### config.mk
export PLATFORM = sky130hd
export DESIGN_NAME = kronos_xif_dispatch_flat
export DESIGN_NICKNAME = d
export VERILOG_FILES = /design/src/rtl/kronos_xif_dispatch_if.sv /design/src/rtl/kronos_xif_dispatch.sv /design/src/flat_wrapper.sv
export SDC_FILE = /design/constraint.sdc
export NUM_CORES = 1
export LEC_CHECK = 0
export BUFFER_PORTS_ARGS = -buffer_cell sky130_fd_sc_hd__buf_2
export CORE_UTILIZATION = 45
export DETAILED_ROUTE_END_ITERATION = 10
export PLACE_DENSITY = 0.73
export SKIP_CTS_REPAIR_TIMING = 1
export SLEW_MARGIN = 20
export SYNTH_ARGS = -nofsm -noshare
export SYNTH_HDL_FRONTEND = slang
export SYNTH_SLANG_ARGS = --single-unit
### constraint.sdc
create_clock -name clk_i -period 15.7 [get_ports clk_i]
set_input_delay 1.57 -clock clk_i [delete_from_list [all_inputs] [get_ports clk_i]]
set_output_delay 1.57 -clock clk_i [all_outputs]
set_load 0.1 [all_outputs]
### src/rtl/kronos_xif_dispatch_if.sv
// Core-side CV-X-IF signals plus the per-lane engine bus for the Keccak dispatch block.
// The master modport is the environment (core + engines); the slave modport is the dispatcher.
interface kronos_xif_dispatch_if #(
   parameter int unsigned NUM_LANES  = 2,
   parameter int unsigned X_ID_WIDTH = 4,
   parameter int unsigned XLEN       = 32
);
   // issue channel
   logic                      issue_valid_i;
   logic                      issue_ready_o;
   logic [31:0]               issue_instr_i;
   logic [X_ID_WIDTH-1:0]     issue_id_i;
   logic [XLEN-1:0]           issue_rs1_i;
   logic [XLEN-1:0]           issue_rs2_i;
   logic                      issue_accept_o;
   logic                      issue_writeback_o;
   // commit channel
   logic                      commit_valid_i;
   logic [X_ID_WIDTH-1:0]     commit_id_i;
   logic                      commit_kill_i;
   // engine lanes
   logic [NUM_LANES-1:0]      lane_start_o;
   logic [NUM_LANES*10-1:0]   lane_funct_o;
   logic [NUM_LANES*XLEN-1:0] lane_rs1_o;
   logic [NUM_LANES*XLEN-1:0] lane_rs2_o;
   logic [NUM_LANES-1:0]      lane_done_i;
   logic [NUM_LANES*XLEN-1:0] lane_result_i;
   // result channel
   logic                      result_valid_o;
   logic                      result_ready_i;
   logic [X_ID_WIDTH-1:0]     result_id_o;
   logic [XLEN-1:0]           result_data_o;
   logic                      busy_o;

   modport master (
      output issue_valid_i, issue_instr_i, issue_id_i, issue_rs1_i, issue_rs2_i,
      input  issue_ready_o, issue_accept_o, issue_writeback_o,
      output commit_valid_i, commit_id_i, commit_kill_i,
      input  lane_start_o, lane_funct_o, lane_rs1_o, lane_rs2_o,
      output lane_done_i, lane_result_i,
      input  result_valid_o, result_id_o, result_data_o, busy_o,
      output result_ready_i
   );

   modport slave (
      input  issue_valid_i, issue_instr_i, issue_id_i, issue_rs1_i, issue_rs2_i,
      output issue_ready_o, issue_accept_o, issue_writeback_o,
      input  commit_valid_i, commit_id_i, commit_kill_i,
      output lane_start_o, lane_funct_o, lane_rs1_o, lane_rs2_o,
      input  lane_done_i, lane_result_i,
      output result_valid_o, result_id_o, result_data_o, busy_o,
      input  result_ready_i
   );
endinterface

### src/rtl/kronos_xif_dispatch.sv
// Multi-lane CV-X-IF front end for the Keccak coprocessor: decodes offloaded instructions,
// binds them to free lanes, holds them until commit/kill, starts the engine and returns results
// through a completion-ordered FIFO. Every non-idle lane owns a reserved FIFO slot, so a
// draining lane can always push and the FIFO cannot overflow.
module kronos_xif_dispatch #(
   parameter int unsigned NUM_LANES  = 2,
   parameter int unsigned X_ID_WIDTH = 4,
   parameter int unsigned XLEN       = 32,
   parameter int unsigned RES_DEPTH  = 4,
   parameter logic [6:0]  OPCODE     = 7'h0B
) (
   input logic                clk_i,
   input logic                rst_i,
   kronos_xif_dispatch_if.slave xif
);

   localparam int unsigned PtrW = (RES_DEPTH > 1) ? $clog2(RES_DEPTH) : 1;
   localparam int unsigned CntW = $clog2(RES_DEPTH + 1);
   localparam int unsigned SumW = $clog2(RES_DEPTH + NUM_LANES + 1);

   typedef enum logic [1:0] {StIdle, StWaitCmt, StRun, StDrain} lane_state_e;

   lane_state_e           state_q  [NUM_LANES];
   lane_state_e           state_d  [NUM_LANES];
   logic [X_ID_WIDTH-1:0] id_q     [NUM_LANES];
   logic [9:0]            funct_q  [NUM_LANES];
   logic [XLEN-1:0]       rs1_q    [NUM_LANES];
   logic [XLEN-1:0]       rs2_q    [NUM_LANES];
   logic [XLEN-1:0]       result_q [NUM_LANES];
   logic [NUM_LANES-1:0]  start_q;

   logic [X_ID_WIDTH-1:0] fifo_id_q   [RES_DEPTH];
   logic [XLEN-1:0]       fifo_data_q [RES_DEPTH];
   logic [PtrW-1:0]       wr_ptr_q, rd_ptr_q;
   logic [CntW-1:0]       count_q;

   logic                  any_idle;
   logic [NUM_LANES-1:0]  bind_oh;
   logic [SumW-1:0]       busy_cnt;
   logic [SumW-1:0]       reserved;
   logic [NUM_LANES-1:0]  grant_oh;
   logic                  push;
   logic [X_ID_WIDTH-1:0] push_id;
   logic [XLEN-1:0]       push_data;
   logic                  pop;
   logic                  issue_ready;
   logic                  opcode_hit;
   logic                  issue_fire;
   logic                  accept_fire;
   logic                  commit_same;
   logic                  unused_instr;

   // Instruction fields not needed by the engines (register specifiers).
   assign unused_instr = ^{xif.issue_instr_i[24:15], xif.issue_instr_i[11:7]};

   function automatic logic [PtrW-1:0] ptr_inc(input logic [PtrW-1:0] p);
      if (RES_DEPTH == 1) return '0;
      return (p == PtrW'(RES_DEPTH - 1)) ? '0 : p + PtrW'(1);
   endfunction

   // Lane occupancy: lowest idle lane for binding and number of lanes holding a reservation.
   always_comb begin
      any_idle = 1'b0;
      bind_oh  = '0;
      busy_cnt = '0;
      for (int i = 0; i < NUM_LANES; i++) begin
         if (state_q[i] == StIdle) begin
            if (!any_idle) bind_oh[i] = 1'b1;
            any_idle = 1'b1;
         end else begin
            busy_cnt = busy_cnt + SumW'(1);
         end
      end
   end

   // Push arbitration: lowest-index draining lane owns the single FIFO write port.
   always_comb begin
      grant_oh  = '0;
      push      = 1'b0;
      push_id   = '0;
      push_data = '0;
      for (int i = 0; i < NUM_LANES; i++) begin
         if (state_q[i] == StDrain && !push) begin
            grant_oh[i] = 1'b1;
            push        = 1'b1;
            push_id     = id_q[i];
            push_data   = result_q[i];
         end
      end
   end

   assign reserved    = SumW'(count_q) + busy_cnt;
   // Held low during reset so every output reads zero while rst_i is asserted.
   assign issue_ready = !rst_i && any_idle && (reserved < SumW'(RES_DEPTH));
   assign opcode_hit  = (xif.issue_instr_i[6:0] == OPCODE);
   assign issue_fire  = xif.issue_valid_i && issue_ready;
   assign accept_fire = issue_fire && opcode_hit;
   assign commit_same = xif.commit_valid_i && (xif.commit_id_i == xif.issue_id_i);
   assign pop         = (count_q != '0) && xif.result_ready_i;

   // Per-lane next state: bind, commit/kill, engine completion and FIFO grant.
   always_comb begin
      for (int i = 0; i < NUM_LANES; i++) begin
         state_d[i] = state_q[i];
         unique case (state_q[i])
            StIdle: begin
               if (accept_fire && bind_oh[i]) begin
                  // A commit arriving with the issue handshake is honoured immediately.
                  if (commit_same) state_d[i] = xif.commit_kill_i ? StIdle : StRun;
                  else             state_d[i] = StWaitCmt;
               end
            end
            StWaitCmt: begin
               if (xif.commit_valid_i && (xif.commit_id_i == id_q[i])) begin
                  state_d[i] = xif.commit_kill_i ? StIdle : StRun;
               end
            end
            StRun: begin
               if (xif.lane_done_i[i]) state_d[i] = StDrain;
            end
            StDrain: begin
               if (grant_oh[i]) state_d[i] = StIdle;
            end
            default: state_d[i] = StIdle;
         endcase
      end
   end

   // Lane state, operand capture on bind, result capture on done, start pulse on RUN entry.
   always_ff @(posedge clk_i or posedge rst_i) begin
      if (rst_i) begin
         start_q <= '0;
         for (int i = 0; i < NUM_LANES; i++) begin
            state_q[i]  <= StIdle;
            id_q[i]     <= '0;
            funct_q[i]  <= '0;
            rs1_q[i]    <= '0;
            rs2_q[i]    <= '0;
            result_q[i] <= '0;
         end
      end else begin
         for (int i = 0; i < NUM_LANES; i++) begin
            state_q[i] <= state_d[i];
            start_q[i] <= (state_d[i] == StRun) && (state_q[i] != StRun);
            if (accept_fire && bind_oh[i]) begin
               id_q[i]    <= xif.issue_id_i;
               funct_q[i] <= {xif.issue_instr_i[31:25], xif.issue_instr_i[14:12]};
               rs1_q[i]   <= xif.issue_rs1_i;
               rs2_q[i]   <= xif.issue_rs2_i;
            end
            if (state_q[i] == StRun && xif.lane_done_i[i]) begin
               result_q[i] <= xif.lane_result_i[i*XLEN +: XLEN];
            end
         end
      end
   end

   // Result FIFO storage and pointers.
   always_ff @(posedge clk_i or posedge rst_i) begin
      if (rst_i) begin
         wr_ptr_q <= '0;
         rd_ptr_q <= '0;
         count_q  <= '0;
         for (int k = 0; k < RES_DEPTH; k++) begin
            fifo_id_q[k]   <= '0;
            fifo_data_q[k] <= '0;
         end
      end else begin
         if (push) begin
            fifo_id_q[wr_ptr_q]   <= push_id;
            fifo_data_q[wr_ptr_q] <= push_data;
            wr_ptr_q              <= ptr_inc(wr_ptr_q);
         end
         if (pop) rd_ptr_q <= ptr_inc(rd_ptr_q);
         case ({push, pop})
            2'b10:   count_q <= count_q + CntW'(1);
            2'b01:   count_q <= count_q - CntW'(1);
            default: count_q <= count_q;
         endcase
      end
   end

   // Output drive: issue response, flattened lane buses and FIFO head.
   always_comb begin
      xif.issue_ready_o     = issue_ready;
      xif.issue_accept_o    = accept_fire;
      xif.issue_writeback_o = accept_fire;
      xif.lane_start_o      = start_q;
      xif.lane_funct_o      = '0;
      xif.lane_rs1_o        = '0;
      xif.lane_rs2_o        = '0;
      for (int i = 0; i < NUM_LANES; i++) begin
         xif.lane_funct_o[i*10 +: 10]   = funct_q[i];
         xif.lane_rs1_o[i*XLEN +: XLEN] = rs1_q[i];
         xif.lane_rs2_o[i*XLEN +: XLEN] = rs2_q[i];
      end
      xif.result_valid_o = (count_q != '0);
      xif.result_id_o    = fifo_id_q[rd_ptr_q];
      xif.result_data_o  = fifo_data_q[rd_ptr_q];
      xif.busy_o         = (busy_cnt != '0) || (count_q != '0);
   end

endmodule
### src/flat_wrapper.sv
// flat-port wrapper written by rule: the top's interface ports become plain ports
module kronos_xif_dispatch_flat 
#(
   parameter int unsigned NUM_LANES  = 2,
   parameter int unsigned X_ID_WIDTH = 4,
   parameter int unsigned XLEN       = 32,
   parameter int unsigned RES_DEPTH  = 4,
   parameter logic [6:0]  OPCODE     = 7'h0B
)
  (clk_i, rst_i, xif_issue_valid_i, xif_issue_instr_i, xif_issue_id_i, xif_issue_rs1_i, xif_issue_rs2_i, xif_issue_ready_o, xif_issue_accept_o, xif_issue_writeback_o, xif_commit_valid_i, xif_commit_id_i, xif_commit_kill_i, xif_lane_start_o, xif_lane_funct_o, xif_lane_rs1_o, xif_lane_rs2_o, xif_lane_done_i, xif_lane_result_i, xif_result_valid_o, xif_result_id_o, xif_result_data_o, xif_busy_o, xif_result_ready_i);
  kronos_xif_dispatch_if #(.NUM_LANES(NUM_LANES), .X_ID_WIDTH(X_ID_WIDTH), .XLEN(XLEN)) xif_i ();
  input logic clk_i;
  input logic rst_i;
  input wire logic [$bits(xif_i.issue_valid_i)-1:0] xif_issue_valid_i;
  input wire logic [$bits(xif_i.issue_instr_i)-1:0] xif_issue_instr_i;
  input wire logic [$bits(xif_i.issue_id_i)-1:0] xif_issue_id_i;
  input wire logic [$bits(xif_i.issue_rs1_i)-1:0] xif_issue_rs1_i;
  input wire logic [$bits(xif_i.issue_rs2_i)-1:0] xif_issue_rs2_i;
  output wire logic [$bits(xif_i.issue_ready_o)-1:0] xif_issue_ready_o;
  output wire logic [$bits(xif_i.issue_accept_o)-1:0] xif_issue_accept_o;
  output wire logic [$bits(xif_i.issue_writeback_o)-1:0] xif_issue_writeback_o;
  input wire logic [$bits(xif_i.commit_valid_i)-1:0] xif_commit_valid_i;
  input wire logic [$bits(xif_i.commit_id_i)-1:0] xif_commit_id_i;
  input wire logic [$bits(xif_i.commit_kill_i)-1:0] xif_commit_kill_i;
  output wire logic [$bits(xif_i.lane_start_o)-1:0] xif_lane_start_o;
  output wire logic [$bits(xif_i.lane_funct_o)-1:0] xif_lane_funct_o;
  output wire logic [$bits(xif_i.lane_rs1_o)-1:0] xif_lane_rs1_o;
  output wire logic [$bits(xif_i.lane_rs2_o)-1:0] xif_lane_rs2_o;
  input wire logic [$bits(xif_i.lane_done_i)-1:0] xif_lane_done_i;
  input wire logic [$bits(xif_i.lane_result_i)-1:0] xif_lane_result_i;
  output wire logic [$bits(xif_i.result_valid_o)-1:0] xif_result_valid_o;
  output wire logic [$bits(xif_i.result_id_o)-1:0] xif_result_id_o;
  output wire logic [$bits(xif_i.result_data_o)-1:0] xif_result_data_o;
  output wire logic [$bits(xif_i.busy_o)-1:0] xif_busy_o;
  input wire logic [$bits(xif_i.result_ready_i)-1:0] xif_result_ready_i;
  assign xif_i.issue_valid_i = xif_issue_valid_i;
  assign xif_i.issue_instr_i = xif_issue_instr_i;
  assign xif_i.issue_id_i = xif_issue_id_i;
  assign xif_i.issue_rs1_i = xif_issue_rs1_i;
  assign xif_i.issue_rs2_i = xif_issue_rs2_i;
  assign xif_issue_ready_o = xif_i.issue_ready_o;
  assign xif_issue_accept_o = xif_i.issue_accept_o;
  assign xif_issue_writeback_o = xif_i.issue_writeback_o;
  assign xif_i.commit_valid_i = xif_commit_valid_i;
  assign xif_i.commit_id_i = xif_commit_id_i;
  assign xif_i.commit_kill_i = xif_commit_kill_i;
  assign xif_lane_start_o = xif_i.lane_start_o;
  assign xif_lane_funct_o = xif_i.lane_funct_o;
  assign xif_lane_rs1_o = xif_i.lane_rs1_o;
  assign xif_lane_rs2_o = xif_i.lane_rs2_o;
  assign xif_i.lane_done_i = xif_lane_done_i;
  assign xif_i.lane_result_i = xif_lane_result_i;
  assign xif_result_valid_o = xif_i.result_valid_o;
  assign xif_result_id_o = xif_i.result_id_o;
  assign xif_result_data_o = xif_i.result_data_o;
  assign xif_busy_o = xif_i.busy_o;
  assign xif_i.result_ready_i = xif_result_ready_i;
  kronos_xif_dispatch #(.NUM_LANES(NUM_LANES), .X_ID_WIDTH(X_ID_WIDTH), .XLEN(XLEN), .RES_DEPTH(RES_DEPTH), .OPCODE(OPCODE)) u_core (.clk_i(clk_i), .rst_i(rst_i), .xif(xif_i));
endmodule
# --- Yosys cells after proc, flatten, opt, wreduce, memory -nomap -nowiden ---
# Index checks and enable logic that the tools add are counted.
totals:
  register_bits: 377
  wordCells: 118
op_classes:
  n_addsub: 6
  order_cmp: 4
  n_eq_ne: 18
  n_reduce_logical: 24
  bitwise: 2
  n_mux: 40
ops:
  columns: ["cell", "n"]
  rows:
  - ["32-bit 2-to-1 mux", 5]
  - ["128-bit bitwise mux", 1]
  - ["32-bit binary-select mux with 2-bit select", 1]
  - ["32-bit demux with 2-bit select", 1]
  - ["2-bit 2-to-1 mux", 12]
  - ["4-bit 2-to-1 mux", 5]
  - ["2-bit equality test (second input constant)", 9]
  - ["16-bit bitwise mux", 1]
  - ["1-bit logical AND", 16]
  - ["2-bit case mux with 4 select lines", 2]
  - ["4-bit equality test", 3]
  - ["4-bit binary-select mux with 2-bit select", 1]
  - ["4-bit demux with 2-bit select", 1]
  - ["1-bit 2-to-1 mux", 8]
  - ["7-bit by 4-bit equality test with 1-bit output (second input constant)", 1]
  - ["2-bit by 1-bit equality test with 1-bit output (second input constant)", 3]
  - ["3-bit greater-or-equal comparator (second input constant)", 2]
  - ["2-bit inverter with 3-bit output", 2]
  - ["3-bit case mux with 2 select lines", 1]
  - ["3-bit nonzero test", 2]
  - ["2-bit by 1-bit adder with 2-bit output (second input constant)", 2]
  - ["2-bit zero test", 2]
  - ["2-bit != test (second input constant)", 2]
  - ["3-bit by 1-bit adder with 3-bit output (second input constant)", 1]
  - ["9 further kinds", 10]

# --- Logic depth before layout (Yosys ltp) ---
# Gate-level depths: netlist (run 1).
logic_depth:
  word_depth: 14
  ltp_mapped: 11

# --- Least setup slack after synthesis (run 1) ---
# No wires, ideal clock.
synth_timing:
  kind: "input-to-output"
  start: "input xif_issue_instr_i[5]"
  end: "output xif_issue_writeback_o"
  arrival_ns: 3.347
  setup_slack_ns: 10.783
  n_path_buf: 1
  stages: 4
  path_cell_list: "nand2b_1 -> nor4_2 -> and3b_1 -> buf_4"
synth_via:
  elab_chain_cells: 2
synth_rtl:
  columns: ["item", "line_no", "text"]
  rows:
  - ["start, declared", "flat_wrapper.sv:15", "input wire logic [$bits(xif_i.issue_instr_i)-1:0] xif_issue_instr_i;"]
  - ["7-bit by 4-bit equality test with 1-bit output", "kronos_xif_dispatch.sv:95", "assign opcode_hit = (xif.issue_instr_i[6:0] == OPCODE);"]
  - ["1-bit logical AND", "kronos_xif_dispatch.sv:97", "assign accept_fire = issue_fire && opcode_hit;"]
  - ["end, declared", "flat_wrapper.sv:21", "output wire logic [$bits(xif_i.issue_writeback_o)-1:0] xif_issue_writeback_o;"]
# No other way between the ends.

# --- Final worst setup path (run 1) ---
layout_timing:
  start: "register u_core.state_q[2] (netlist bit)"
  end: "output xif_issue_writeback_o"
layout_via:
  elab_chain_cells: 9
layout_rtl:
  columns: ["item", "line_no", "text"]
  rows:
  - ["start, declared", "kronos_xif_dispatch.sv:23", "lane_state_e state_q [NUM_LANES];"]
  - ["start signal, assigned by index", "kronos_xif_dispatch.sv:134", "state_q[i] <= StIdle;"]
  - ["start signal, assigned by index", "kronos_xif_dispatch.sv:143", "state_q[i] <= state_d[i];"]
  - ["2-bit zero test (*)", "kronos_xif_dispatch.sv:67", "if (state_q[i] == StIdle) begin"]
  - ["1-bit 2-to-1 mux", "kronos_xif_dispatch.sv:67", null]
  - ["1-bit by 1-bit adder with 2-bit output", "kronos_xif_dispatch.sv:71", "busy_cnt = busy_cnt + SumW'(1);"]
  - ["3-bit 2-to-1 mux", "kronos_xif_dispatch.sv:67", null]
  - ["3-bit adder", "kronos_xif_dispatch.sv:92", "assign reserved = SumW'(count_q) + busy_cnt;"]
  - ["3-bit < comparator", "kronos_xif_dispatch.sv:94", "assign issue_ready = !rst_i && any_idle && (reserved < SumW'(RES_DEPTH));"]
  - ["1-bit logical AND (*)", "kronos_xif_dispatch.sv:94", null]
  - ["1-bit logical AND (*)", "kronos_xif_dispatch.sv:96", "assign issue_fire = xif.issue_valid_i && issue_ready;"]
  - ["1-bit logical AND (*)", "kronos_xif_dispatch.sv:97", null]
# Every way passes the cells marked *; elsewhere a longest branch is shown, timed or not.

==> metrics.txt, run 1 <==
final setup vio count=0; Chip Width=roughly 190 µm; vias post-DR=10368; initial antenna violation count=9; ANT nets after route=0; period utilization=a little over 30%; Total Routing Usage GR=between 20 and 25%; Max Clock Skew=between 0.015 and 0.02 ns; FP Rows=67; initial core utilization=45.8%; CTS buffer count=42; 1st-pass router iterations=5; Final Max Slew Viols=0; Port Buffers=351; H-tree depth reported by CTS=2; Via density=~5.3; synth warn=0; Die Ht=187 µm; RSZ-0062 raised after global routing=false; hpwl dp=approximately 25 mm; area grow syn2layout=23.4%; area of the multi-input gates=between 0.005 and 0.006 mm²; core area=0.0335 mm²; Hold Crit Class=register to register; P_leak=between 0.009 and 0.01 µW; asr flop ratio synth=between 90% and 100%; largest fanout on the critical path=8; routability congestion estimate=~0.87; Crit Path Class=register to primary output; top_reg_cell synth=dfrtp_1; Seq. cell area=roughly 0.0094 mm²; status=completed; Setup WS post-layout=roughly 11 ns; Final Hold Vio Count=0; worst-skew pair later-pin latency=about 0.54 ns; most common cell after layout, fill and taps aside=dfrtp_1; Mapped Cells=around 1100; post-layout minimum cycle time=between 4 and 5 ns; crit end category=primary output; layout net count=1650; first-pass GRT wire length=59.9 mm; 1st-iter DRT viols=531; Reg clk slew, reported paths=around 0.060 ns; Bufs on Longest Clock Path=3; #FFs+latches synth=~380; Max Freq=just over 200 MHz; fillers=between 2000 and 3000; vias in the first global route=between 10000 and 15000; most frequent cells in the layout=dfrtp_1, buf_2, mux2_2; placed cells=around 1900; Wirelength per Cell=19.2 µm; TritonCTS clock tree=yes; Core Util, Final=56.6%; total power=~3800 µW; Pwr Density=200 mW/mm²; layout cells sized above 1=around 46%; Max transition margin=a little over a quarter; drc violations=0; CTS Sinks=between 300 and 400; CP Launch Type=register; mean post-synth cell area=about 14 µm²; die area=between 0.03 and 0.04 mm²; Critical Path RT=~14 ns; # IOs=~370; sequential area share after synthesis=61.4%; Max VDD drop=~0.17 mV; Distinct cells, synth=42; EDFF count, synth=0; gr ovfl total=0; Layout Cells excl Fill=slightly below 2000; largest net degree at the start of global routing=85; Synthesized Nets=~1300; Max Cap Viol=0; Root Buffer=clkbuf_16; setup TNS=0 ns; synthesized area=0.0154 mm²; Worst Tran Pin Value=around 1.1 ns; final wirelength=37.4 mm; Setup Slack @ Placement=around 11 ns; crit path DAT=around 3.3 ns
cell type report:
class | count | share of cell area (%)
repair buffers | 363 | 9.75
flip-flops and latches | 377 | 49.7
well taps | 448 | 2.95
inverters | 11 | 0.257
clock buffers | 65 | 6.65
diodes | 8 | 0.106
multi-input cells | 668 | 29.6
clock inverters | 12 | 0.910
report_power, final:
part / total [µW] / leakage, µW / internal [µW] / switching, µW
sequential: 1420 / 0.00503 / 1250 / 174
combinational: 1370 / 0.00413 / 386 / 984
clock: 1010 / 0.000695 / 620 / 387
total: 3800 / 0.00985 / 2250 / 1550
cell families after synthesis:
| kind of cell | count (synthesis) | share of synthesized area [%] |
|---|---|---|
| AO/OA/AOI/OAI | 190 | 6.92 |
| AND/OR/NAND/NOR | 193 | 5.38 |
| adder cells (fa/ha/maj) | 11 | 0.944 |
| flip-flops | 377 | 61.4 |
| multiplexers | 258 | 22.0 |
| buffers and inverters | 81 | 2.41 |
| XOR/XNOR | 16 | 0.960 |
worst max-delay path, stage by stage (launching register included):
cell and delay, ns:
dfrtp_1 0.47, nor2_1 0.31, inv_1 0.13, ha_1 0.28, ha_1 0.33, a31oi_2 0.22
xnor2_2 0.14, and3b_1 0.39, buf_2 0.48
per-layer routing:
layer | wire [µm] | global-route usage [%] | vias up
li1 | - | - | 4666
met1 | 15900 | 28.5 | 5318
met2 | 18600 | 35.6 | 306
met3 | 1750 | 4.32 | 78
met4 | 1150 | 8.76 | 0
met5 | 0 | 0 | -
Yosys cell counts, types with 2 or more instances:
cell type | n | area, µm²
dfrtp_1 | 377 | 9430
mux2_2 | 182 | 2050
nor2_1 | 150 | 563
a21oi_1 | 144 | 721
clkbuf_1 | 37 | 139
a22oi_1 | 36 | 270
mux4_2 | 36 | 811
buf_2 | 20 | 100
mux2_1 | 20 | 225
mux2_4 | 20 | 300
inv_1 | 11 | 41.3
xor2_1 | 11 | 96.3
ha_1 | 10 | 125
nand2_1 | 9 | 33.8
buf_1 | 7 | 26.3
buf_6 | 5 | 56.3
nand3_1 | 5 | 25.0
nor2b_1 | 5 | 31.3
nor3_1 | 5 | 25.0
nand3b_1 | 4 | 30.0
o21ai_0 | 4 | 20.0
xnor2_1 | 4 | 35.0
nand2b_1 | 3 | 18.8
a21o_1 | 2 | 15.0
nor4_1 | 2 | 12.5
stage by stage:
stage	cell area (µm²)	hold slack, ns
2_1_floorplan	15400	0.480
3_3_place_gp	17500	0.464
3_5_place_dp	17500	0.469
4_1_cts	18900	0.485
5_1_grt	19000	0.505
6_report	19000	0.482
state kept, by name, summed over array words and instances (netlist names):
| name | flops |
|---|---|
| u_core.fifo_data_q | 128 |
| u_core.result_q | 64 |
| u_core.xif.lane_rs1_o | 64 |
| u_core.xif.lane_rs2_o | 64 |
| u_core.xif.lane_funct_o | 20 |
| u_core.fifo_id_q | 16 |
| u_core.id_q | 8 |
| u_core.state_q | 4 |
| u_core.count_q | 3 |
| u_core.rd_ptr_q | 2 |
| u_core.wr_ptr_q | 2 |
| u_core.xif.lane_start_o | 2 |
path summary, 6_finish.rpt:
path                                                 from                   endpoint  slack, ns  cells past startpoint
worst max-delay path                    u_core.state_q[2]      xif_issue_writeback_o      10.82                      8
worst min-delay path            u_core.xif.lane_rs1_o[35]  u_core.xif.lane_rs1_o[35]       0.48                      1
worst max register to register          u_core.state_q[2]  u_core.xif.lane_rs1_o[29]      12.01                     10
worst min register to register  u_core.xif.lane_rs1_o[35]  u_core.xif.lane_rs1_o[35]       0.48                      1
max in group asynchronous                           rst_i   u_core.xif.lane_rs2_o[5]      12.28                      4
min in group asynchronous                           rst_i    u_core.fifo_data_q[100]       1.15                      2
Note: power is estimated with default switching activity, not from simulation.
==> inputs of run 2 (changes only) <==
- PLACE_DENSITY: 0.73 -> 0.76
- clock period: 15.7 -> 4 ns (I/O delays scaled with it)
==> run 2 against run 1 <==
Utilization increased by 0.12 points; power increased to 3.9 times the previous value; non-clock buffer count increased by 7; design area increased by 0.22%.
==> metrics.txt, run 2 (synthesis gave the netlist of run 1 again) <==
Worst Tran Pin Value=1.04 ns (-0.0530 ns); Via density=5.26 (-1.0%); 1st-pass router iterations=4 (-1); RSZ-0062 raised after global routing=false; CP Launch Type=register; largest fanout on the critical path=8 (unchanged); Setup Slack @ Placement=0.797 ns (-10.18 ns); R2R Setup Slk=0.79 ns (-11.22 ns); status=completed; CTS buffer count=41 (-2.4%); FP Rows=67 (unchanged); Reg clk slew, reported paths=0.06 ns (about the same); core area=0.0335 mm² (unchanged); TritonCTS clock tree=yes; Max transition margin=30.4% (+3.5 points); P_leak=0.00988 µW (+0.28%); gr ovfl total=0 (unchanged); Crit Path Class=register to primary output; post-layout minimum cycle time=3.64 ns; crit path DAT=3.24 ns (-0.07 ns); Final Hold Vio Count=0 (unchanged); initial core utilization=45.8% (unchanged); most frequent cells in the layout=dfrtp_1, buf_2, mux2_2; Port Buffers=351 (unchanged); CTS Sinks=377 (unchanged); Max Clock Skew=0.0177 ns (-0.000475 ns); die area=0.0349 mm² (unchanged); Max Freq=approximately 270 MHz; Die Ht=187 µm (unchanged); most common cell after layout, fill and taps aside=dfrtp_1; layout cells sized above 1=46.0% (+0.47 points); vias post-DR=10256 (-1.1%); first-pass GRT wire length=59.6 mm (-0.48%); final setup vio count=0 (unchanged); H-tree depth reported by CTS=2 (unchanged); vias in the first global route=10923 (+0.19%); # IOs=367 (unchanged); Pwr Density=775 mW/mm² (+290%); Hold Crit Depth=2 (+1); final wirelength=37.0 mm (-1.1%); Setup WS post-layout=0.357 ns (-10.47 ns); layout net count=1656 (+0.36%); Total Routing Usage GR=21.7% (-0.058 points); drc violations=0 (unchanged); Critical Path RT=3.60 ns (-10.53 ns); area grow syn2layout=23.7%; crit end category=primary output; 1st-iter DRT viols=578 (+8.9%); max FFs per register=128 (unchanged); worst-skew pair later-pin latency=0.53 ns (about the same); Root Buffer=clkbuf_16; routability congestion estimate=0.840 (-3.1%); hpwl dp=25.1 mm (-0.85%); period utilization=about nine tenths; Max VDD drop=0.669 mV (+280%); Hold Crit Class=input port to register; Final Max Slew Viols=0 (unchanged); Wirelength per Cell=19.0 µm (-1.0%); reg2reg path depth=10 (unchanged); placed cells=1874 (+0.37%); Max Cap Viol=0 (unchanged); Bufs on Longest Clock Path=3 (unchanged); initial antenna violation count=7 (-2); ANT nets after route=0 (unchanged); largest register by flop count=u_core.fifo_data_q; Layout Cells excl Fill=1951 (-0.051%); largest net degree at the start of global routing=156 (+84%); Chip Width=187 µm (unchanged)
run 2: changes by cell type in the layout (fill, tap and decap cells not counted), sizes merged:
cell | previous run | this run
buf | 363 | 370
bufinv | 4 | 5
clkbuf | 65 | 52
clkinv | 5 | 12
diode | 8 | 7
inv | 12 | 10
run 2: final timing paths:
path | start | end
min in group asynchronous | rst_i | u_core.xif.lane_rs2_o[59]
setup / recovery | u_core.state_q[2] | xif_issue_accept_o
max in group asynchronous | rst_i | u_core.result_q[24]
hold / removal | xif_lane_result_i[49] | u_core.result_q[17]
hold reg to reg | u_core.xif.lane_rs1_o[40] | u_core.xif.lane_rs1_o[40]
setup reg to reg | u_core.state_q[2] | u_core.xif.lane_rs2_o[11]
run 2: worst max-delay path, cell delays in order, from the launching register on:
cell and delay, ns:
dfrtp_1 0.44, nor2_1 0.31, inv_1 0.14, ha_1 0.29
ha_1 0.32, a31oi_2 0.21, xnor2_2 0.14, and3b_1 0.39
buf_2 0.48
run 2: cell type report:
class	instances	area, µm²
Clock inverter	18	225
Tap cell	448	561
Clock buffer	52	1110
Inverter	11	45.0
Antenna cell	7	17.5
Sequential cell	377	9440
Timing Repair Buffer	370	2000
Multi-Input combinational cell	668	5620
Fill cell	2762	14500
run 2: where the power goes:
group	internal [µW]	total (µW)	switching [µW]
clock network	2280	3780	1500
logic	1530	5350	3830
registers	4890	5610	714
total	8700	14700	6040
run 2: layer usage:
layer	vias to the layer above	share of wire [%]	global-route usage (%)	wire [µm]
li1	4670	-	-	-
met1	5229	41	28.1	15300
met2	291	51	36.0	18900
met3	66	4.9	4.48	1810
met4	0	2.7	8.07	990
met5	-	0	0	0
run 2: stage by stage:
step           instance area, µm²  hold WS (ns)  power (µW)  utilization [%]  setup TNS (ns)
2_1_floorplan               15400         0.480       10000                -         -551.95
3_3_place_gp                17700         0.463       10900             52.7               0
3_5_place_dp                17700         0.474       11100             52.7               0
4_1_cts                     19000        0.0746       14900             56.7               0
5_1_grt                     19000        0.0866       15400             56.7               0
6_report                    19000        0.0987       14700             56.7               0
